--- config.mk ---
export PLATFORM = sky130hd
export DESIGN_NAME = frame_buffer_writer_flat
export DESIGN_NICKNAME = d
export VERILOG_FILES = /design/src/rtl/frame_buffer_writer_if.sv /design/src/rtl/frame_buffer_writer.sv /design/src/flat_wrapper.sv
export SDC_FILE = /design/constraint.sdc
export NUM_CORES = 1
export LEC_CHECK = 0
export ABC_CLOCK_PERIOD_IN_PS = 2700
export BUFFER_PORTS_ARGS = -buffer_cell sky130_fd_sc_hd__buf_4
export CORE_MARGIN = 2
export CORE_UTILIZATION = 30
export CTS_CLUSTER_DIAMETER = 200
export DETAILED_ROUTE_END_ITERATION = 7
export GPL_TIMING_DRIVEN = 0
export SETUP_SLACK_MARGIN = 0.3
export SLEW_MARGIN = 20
export SYNTH_ARGS = -nofsm -noshare
export SYNTH_HDL_FRONTEND = slang
export SYNTH_SLANG_ARGS = --single-unit
--- constraint.sdc ---
create_clock -name clk -period 2.7 [get_ports clk]
set_input_delay 0.54 -clock clk [delete_from_list [all_inputs] [get_ports clk]]
set_output_delay 0.54 -clock clk [all_outputs]
set_load 0.01 [all_outputs]
--- src/rtl/frame_buffer_writer_if.sv ---
// Pixel stream and frame buffer write port bundle for frame_buffer_writer.
// slave: the writer. master: upstream pixel source plus reader acknowledge.
// DATA_WIDTH/ADDR_WIDTH must match the parameters of the attached writer.
interface frame_buffer_writer_if #(
    parameter int unsigned DATA_WIDTH = 24,
    parameter int unsigned ADDR_WIDTH = 16
);
    logic                  s_valid;
    logic                  s_ready;
    logic [DATA_WIDTH-1:0] s_data;
    logic                  s_sof;
    logic                  s_eol;
    logic                  we;
    logic [ADDR_WIDTH-1:0] wAddr;
    logic [DATA_WIDTH-1:0] wData;
    logic                  frame_done;
    logic                  frame_valid;
    logic                  frame_ack;
    logic                  busy;
    logic                  err_sync;
    logic [7:0]            frame_count;

    modport slave (
        input  s_valid, s_data, s_sof, s_eol, frame_ack,
        output s_ready, we, wAddr, wData, frame_done, frame_valid, busy, err_sync, frame_count
    );

    modport master (
        output s_valid, s_data, s_sof, s_eol, frame_ack,
        input  s_ready, we, wAddr, wData, frame_done, frame_valid, busy, err_sync, frame_count
    );
endinterface

--- src/rtl/frame_buffer_writer.sv ---
// Frame buffer write-side producer. Turns a raster pixel stream (sof/eol markers)
// into registered write strobe/address/data, then blocks input until the reader
// acknowledges the completed frame.
// Optional: define FBW_SYNC_CHECK_EN to check sof/eol markers while writing.
module frame_buffer_writer #(
    parameter int unsigned DATA_WIDTH   = 24,
    parameter int unsigned IMG_WIDTH    = 176,
    parameter int unsigned IMG_HEIGHT   = 240,
    parameter int unsigned TOTAL_PIXELS = IMG_WIDTH * IMG_HEIGHT,
    parameter int unsigned ADDR_WIDTH   = $clog2(TOTAL_PIXELS)
) (
    input logic                  clk,
    input logic                  reset,
    frame_buffer_writer_if.slave bus
);
    localparam int unsigned ColW = (IMG_WIDTH > 1) ? $clog2(IMG_WIDTH) : 1;
    localparam int unsigned RowW = (IMG_HEIGHT > 1) ? $clog2(IMG_HEIGHT) : 1;
    localparam logic [ADDR_WIDTH-1:0] LastAddr = ADDR_WIDTH'(TOTAL_PIXELS - 1);
    localparam logic [ColW-1:0]       LastCol  = ColW'(IMG_WIDTH - 1);

    typedef enum logic [1:0] {StIdle, StWrite, StHold} state_e;

    state_e                state_q, state_d;
    logic [ADDR_WIDTH-1:0] addr_q, addr_d;
    logic [ColW-1:0]       col_q, col_d;
    logic [RowW-1:0]       row_q, row_d;
    logic                  we_q, we_d;
    logic [ADDR_WIDTH-1:0] waddr_q, waddr_d;
    logic [DATA_WIDTH-1:0] wdata_q, wdata_d;
    logic                  done_q, done_d;
    logic                  fvalid_q, fvalid_d;
    logic                  err_q, err_d;
    logic [7:0]            count_q, count_d;

    logic                  accept;
    logic                  do_write;
    logic                  restart;
    logic                  sync_err;
    logic [ADDR_WIDTH-1:0] cur_addr;
    logic [ColW-1:0]       cur_col;
    logic [RowW-1:0]       cur_row;

    assign accept = bus.s_valid && (state_q != StHold);

`ifndef FBW_SYNC_CHECK_EN
    // eol only matters when marker checking is built in
    logic unused_eol;
    assign unused_eol = bus.s_eol;
`endif

    // State and output registers; reset abandons any partial frame.
    always_ff @(posedge clk or posedge reset) begin
        if (reset) begin
            state_q  <= StIdle;
            addr_q   <= '0;
            col_q    <= '0;
            row_q    <= '0;
            we_q     <= 1'b0;
            waddr_q  <= '0;
            wdata_q  <= '0;
            done_q   <= 1'b0;
            fvalid_q <= 1'b0;
            err_q    <= 1'b0;
            count_q  <= '0;
        end else begin
            state_q  <= state_d;
            addr_q   <= addr_d;
            col_q    <= col_d;
            row_q    <= row_d;
            we_q     <= we_d;
            waddr_q  <= waddr_d;
            wdata_q  <= wdata_d;
            done_q   <= done_d;
            fvalid_q <= fvalid_d;
            err_q    <= err_d;
            count_q  <= count_d;
        end
    end

    // Next-state: decode what to do with an accepted pixel, then apply the write.
    always_comb begin
        state_d  = state_q;
        addr_d   = addr_q;
        col_d    = col_q;
        row_d    = row_q;
        we_d     = 1'b0;
        waddr_d  = waddr_q;
        wdata_d  = wdata_q;
        done_d   = 1'b0;
        fvalid_d = fvalid_q;
        err_d    = err_q;
        count_d  = count_q;
        do_write = 1'b0;
        restart  = 1'b0;
        sync_err = 1'b0;

        case (state_q)
            StIdle: begin
                // Pixels before a start-of-frame are discarded.
                if (accept && bus.s_sof) begin
                    do_write = 1'b1;
                    restart  = 1'b1;
                end
            end
            StWrite: begin
                if (accept) begin
`ifdef FBW_SYNC_CHECK_EN
                    if (bus.s_sof) begin
                        do_write = 1'b1;
                        restart  = 1'b1;
                        err_d    = 1'b1;
                    end else if (bus.s_eol != (col_q == LastCol)) begin
                        sync_err = 1'b1;
                    end else begin
                        do_write = 1'b1;
                    end
`else
                    do_write = 1'b1;
`endif
                end
            end
            StHold: begin
                if (bus.frame_ack) begin
                    fvalid_d = 1'b0;
                    state_d  = StIdle;
                end
            end
            default: state_d = StIdle;
        endcase

        cur_addr = restart ? '0 : addr_q;
        cur_col  = restart ? '0 : col_q;
        cur_row  = restart ? '0 : row_q;

        if (do_write) begin
            we_d    = 1'b1;
            waddr_d = cur_addr;
            wdata_d = bus.s_data;
            if (cur_addr == LastAddr) begin
                done_d   = 1'b1;
                fvalid_d = 1'b1;
                count_d  = count_q + 8'd1;
                state_d  = StHold;
                addr_d   = '0;
                col_d    = '0;
                row_d    = '0;
            end else begin
                state_d = StWrite;
                addr_d  = cur_addr + 1'b1;
                if (cur_col == LastCol) begin
                    col_d = '0;
                    row_d = cur_row + 1'b1;
                end else begin
                    col_d = cur_col + 1'b1;
                    row_d = cur_row;
                end
            end
        end

        if (sync_err) begin
            err_d   = 1'b1;
            state_d = StIdle;
        end
    end

    assign bus.s_ready     = (state_q != StHold);
    assign bus.we          = we_q;
    assign bus.wAddr       = waddr_q;
    assign bus.wData       = wdata_q;
    assign bus.frame_done  = done_q;
    assign bus.frame_valid = fvalid_q;
    // Covers the final write too, which appears after the move to hold.
    assign bus.busy        = (state_q == StWrite) || done_q;
    assign bus.err_sync    = err_q;
    assign bus.frame_count = count_q;
endmodule

--- src/flat_wrapper.sv ---
// flat-port wrapper written by rule: the top's interface ports become plain ports
module frame_buffer_writer_flat 
#(
    parameter int unsigned DATA_WIDTH   = 24,
    parameter int unsigned IMG_WIDTH    = 176,
    parameter int unsigned IMG_HEIGHT   = 240,
    parameter int unsigned TOTAL_PIXELS = IMG_WIDTH * IMG_HEIGHT,
    parameter int unsigned ADDR_WIDTH   = $clog2(TOTAL_PIXELS)
)
  (clk, reset, bus_s_valid, bus_s_data, bus_s_sof, bus_s_eol, bus_frame_ack, bus_s_ready, bus_we, bus_wAddr, bus_wData, bus_frame_done, bus_frame_valid, bus_busy, bus_err_sync, bus_frame_count);
  frame_buffer_writer_if #(.DATA_WIDTH(DATA_WIDTH), .ADDR_WIDTH(ADDR_WIDTH)) bus_i ();
  input logic clk;
  input logic reset;
  input wire logic [$bits(bus_i.s_valid)-1:0] bus_s_valid;
  input wire logic [$bits(bus_i.s_data)-1:0] bus_s_data;
  input wire logic [$bits(bus_i.s_sof)-1:0] bus_s_sof;
  input wire logic [$bits(bus_i.s_eol)-1:0] bus_s_eol;
  input wire logic [$bits(bus_i.frame_ack)-1:0] bus_frame_ack;
  output wire logic [$bits(bus_i.s_ready)-1:0] bus_s_ready;
  output wire logic [$bits(bus_i.we)-1:0] bus_we;
  output wire logic [$bits(bus_i.wAddr)-1:0] bus_wAddr;
  output wire logic [$bits(bus_i.wData)-1:0] bus_wData;
  output wire logic [$bits(bus_i.frame_done)-1:0] bus_frame_done;
  output wire logic [$bits(bus_i.frame_valid)-1:0] bus_frame_valid;
  output wire logic [$bits(bus_i.busy)-1:0] bus_busy;
  output wire logic [$bits(bus_i.err_sync)-1:0] bus_err_sync;
  output wire logic [$bits(bus_i.frame_count)-1:0] bus_frame_count;
  assign bus_i.s_valid = bus_s_valid;
  assign bus_i.s_data = bus_s_data;
  assign bus_i.s_sof = bus_s_sof;
  assign bus_i.s_eol = bus_s_eol;
  assign bus_i.frame_ack = bus_frame_ack;
  assign bus_s_ready = bus_i.s_ready;
  assign bus_we = bus_i.we;
  assign bus_wAddr = bus_i.wAddr;
  assign bus_wData = bus_i.wData;
  assign bus_frame_done = bus_i.frame_done;
  assign bus_frame_valid = bus_i.frame_valid;
  assign bus_busy = bus_i.busy;
  assign bus_err_sync = bus_i.err_sync;
  assign bus_frame_count = bus_i.frame_count;
  frame_buffer_writer #(.DATA_WIDTH(DATA_WIDTH), .IMG_WIDTH(IMG_WIDTH), .IMG_HEIGHT(IMG_HEIGHT), .TOTAL_PIXELS(TOTAL_PIXELS), .ADDR_WIDTH(ADDR_WIDTH)) u_core (.clk(clk), .reset(reset), .bus(bus_i));
endmodule
==> metrics.md <==
| Metric | Value |
|---|---|
| Synth warnings | `0` |
| Synth async-reset ratio | `100.0%` |
| Drt pass-1 iters | `4` |
| Syn_area_per_cell | `9.417 um2` |
| Commonest non-fill, non-tap cell in the layout | `nand2_1` |
| Met3 WL | `490 um` |
| Post-DP HPWL | `5743 um` |
| Longest Clk Path Bufs | `2` |
| Synthesis-to-layout area growth | `37.15%` |
| Multi-input logic area | `0.001386 mm2` |
| DRC Markers | `0` |
| Initial DRC count | `250` |
| Gpl congestion | `0.8653` |
| Final setup fails | `0` |
| Fmax | `0.4350 GHz` |
| Post-synth cell types | `49` |
| #FFs+latches synth | `69` |
| Met1 wire length | `3700 um` |
| Max-slew headroom | `64.50%` |
| Vias | `2801` |
| Most frequent cells in the layout | `nand2_1 (112), buf_4 (93), dfrtp_1 (68)` |
| Max VDD drop | `0.3278 mV` |
| Routed len/inst | `14.24 um` |
| Die Area | `0.01145 mm2` |
| Synth Flop Type | `dfrtp_1` |
| Port bufs | `81` |
| Die height | `107.0 um` |
| Root Buffer | `clkbuf_8` |
| Min cycle time layout | `2.299 ns` |
| Worst Path Max Fanout | `10` |
| All-layer global routing usage | `15.03%` |
| Reg clk slew, reported paths | `0.07 ns` |
| CP Capture Type | `flop` |
| Final critical-path share of the clock period | `85.13%` |
| Highest Signal Layer | `met4` |
| Post-layout util | `42.29%` |
| WL met2 | `3978 um` |
| Synth Cell Area | `0.003183 mm2` |
| Pleak | `2.152 nW` |
| Instance count of the mapped netlist | `338` |
| Vias in the first global route | `2770` |
| Critical Path Start Type | `flop` |
| Antenna Cells | `0` |
| Worst skew pair latency | `0.34 ns` |
| Req. time, crit path | `2.93 ns` |
| Routed wire length | `8262 um` |
| Share of cells above drive strength 1 | `30.18%` |
| FP Rows | `37` |
| Largest net degree at the start of global routing | `48` |
| DRT antenna net count | `0` |
| Arr. time, crit path | `2.53 ns` |
| Sequential cell area | `0.001728 mm2` |
| FF-to-FF path depth | `10` |
| Syn nets | `370` |
| Hold Crit Class | `input pin to asynchronous set/reset pin` |
| Clock Skew | `0.006805 ns` |
| Crit path kind | `flop to flop` |
| Fin. Hold Viols | `0` |
| Fin Hold WS | `0.1535 ns` |
| First-pass GRT wire length | `13720 um` |
| Initial antenna violation count | `0` |
| Starting Density | `30.83%` |
| IO Pins | `84` |
| Num CTS Buffers | `9` |
| DIE WIDTH | `107.0 um` |
| Post-synthesis sequential area ratio | `54.25%` |
| H-tree levels | `3` |
| Final Max Slew Viols | `0` |
| Number of flops mapped to enable cells by yosys | `0` |
| Nets | `471` |
| Fillers | `1022` |
| Num Clock Sinks | `69` |
| Outcome | `completed` |
| Via-to-Cell Ratio | `4.829` |
| P per Cell Area | `624.8 mW/mm2` |
| RSZ-0062 raised after global routing | `false` |
| CTS tree | `done` |
| # hold bufs at CTS | `0` |
| GRT overflow | `0` |
| Core ar. | `0.01032 mm2` |
| Max-cap viol count | `0` |
| Worst Max-Slew Pin Slew | `0.5325 ns` |
## cell type report
type / instances / share of cell area, %
plain buffers: 22 / 3.267
clock buffers: 12 / 3.554
clock inverters: 4 / 1.605
inverters: 3 / 0.3153
multi-input cells: 244 / 31.76
flip-flops and latches: 69 / 39.58
well taps: 136 / 3.898
repair buffers: 90 / 16.02
## logic make-up (layout without fill, tap and decap cells)
group	after synthesis	count (layout)	share of synthesized area, %
and+or+nand+nor	181	181	28.03
DFF	69	69	54.25
AOI/OAI and AO/OA	49	49	9.866
buffers and inverters	25	131	3.813
xor gates and xnor gates	9	9	2.477
adders and majority gates	2	2	0.7860
muxes	2	2	0.6682
other	1	1	0.1178
## per-stage QoR
stage | instances | power [W] | instance area [um2] | worst slack, ns | setup TNS, ns
floorplan | 338 | 0.001532 | 3228 | 0.3195 | 0
global placement | 555 | 0.001772 | 4006 | -0.4961 | -33.98
detailed placement | 556 | 0.001794 | 4036 | -0.06342 | -0.06342
CTS | 574 | 0.002758 | 4284 | 0.3009 | 0
global route | 580 | 0.002893 | 4365 | 0.2957 | 0
finish | 580 | 0.002728 | 4365 | 0.4014 | 0
## where the power goes
part	switching, W	total (W)	internal [W]	leakage (nW)
registers	0.0000902	0.00124	0.00115	0.905
clock network	0.000385	0.000953	0.000568	0.116
logic	0.000281	0.000537	0.000257	1.13
## flip-flops by register name, summed over array words and instances (netlist names)
| name | flops |
|---|---|
| u_core.bus.wData | 24 |
| u_core.addr_q | 16 |
| u_core.state_q | 2 |
| u_core.bus.wAddr | 16 |
| u_core.bus.frame_valid | 1 |
| u_core.bus.frame_count | 8 |
| u_core.bus.frame_done | 1 |
| u_core.bus.we | 1 |
## repair_timing
item / 4_1_cts / 5_1_grt
hold endpoints to repair: 0 / 0
pin swaps: 1 / 2
cloned: 0 / 0
gates resized for setup: 3 / 9
endpoints found under the setup margin: 10 / 19
setup buffers: 2 / 6
## critical path: stages (launching register included)
cell,delay (ns)
dfrtp_2,0.38
nand4bb_1,0.14
buf_6,0.14
buf_8,0.14
and2_4,0.16
ha_4,0.15
and3_4,0.18
clkbuf_8,0.14
nand4_4,0.16
nor3_4,0.28
mux2_4,0.32
## metal layers
| layer | GRT usage, % | vias to the layer above |
|---|---|---|
| li1 | - | 1371 |
| met3 | 4.438 | 10 |
| met4 | 5.102 | 0 |
| met2 | 23.16 | 83 |
| met1 | 20.22 | 1337 |
| met5 | 0 | - |
## path summary, 6_finish.rpt
check / to / from / slack (ns)
max: u_core.bus.frame_count[1] / u_core.state_q[0] / 0.40
min: u_core.bus.wData[6] / reset / 0.15
max reg2reg: u_core.bus.frame_count[1] / u_core.state_q[0] / 0.40
min reg2reg: u_core.bus.frame_count[7] / u_core.bus.frame_count[7] / 0.47
max in group asynchronous: u_core.state_q[0] / reset / 2.00
min in group clk: u_core.bus.wData[18] / bus_s_data[18] / 0.38
## cell usage after synthesis, types with 2 or more instances
cell | instances | share of area (%)
nand2_1 | 112 | 13
dfrtp_1 | 69 | 54
a21oi_1 | 18 | 2.8
nand3_1 | 18 | 2.8
nor2_1 | 11 | 1.3
clkbuf_1 | 8 | 0.94
xor2_1 | 8 | 2.2
buf_2 | 6 | 0.94
a31oi_1 | 5 | 0.98
buf_4 | 5 | 1.2
nor4_1 | 5 | 0.98
o21ai_0 | 5 | 0.79
and3_1 | 4 | 0.79
and4_1 | 4 | 1.1
nand4_1 | 4 | 0.79
nor3_1 | 4 | 0.63
inv_1 | 3 | 0.35
nand2b_1 | 3 | 0.59
nand3b_1 | 3 | 0.71
o22ai_1 | 3 | 0.59
a311oi_1 | 2 | 0.55
and2_1 | 2 | 0.39
and4bb_2 | 2 | 0.79
buf_1 | 2 | 0.24
ha_1 | 2 | 0.79
nand4b_1 | 2 | 0.55
o211ai_1 | 2 | 0.47
o21a_1 | 2 | 0.47
o21bai_1 | 2 | 0.47
o31ai_1 | 2 | 0.47
o32ai_1 | 2 | 0.55
No activity file was read; power rests on OpenSTA's default activity.
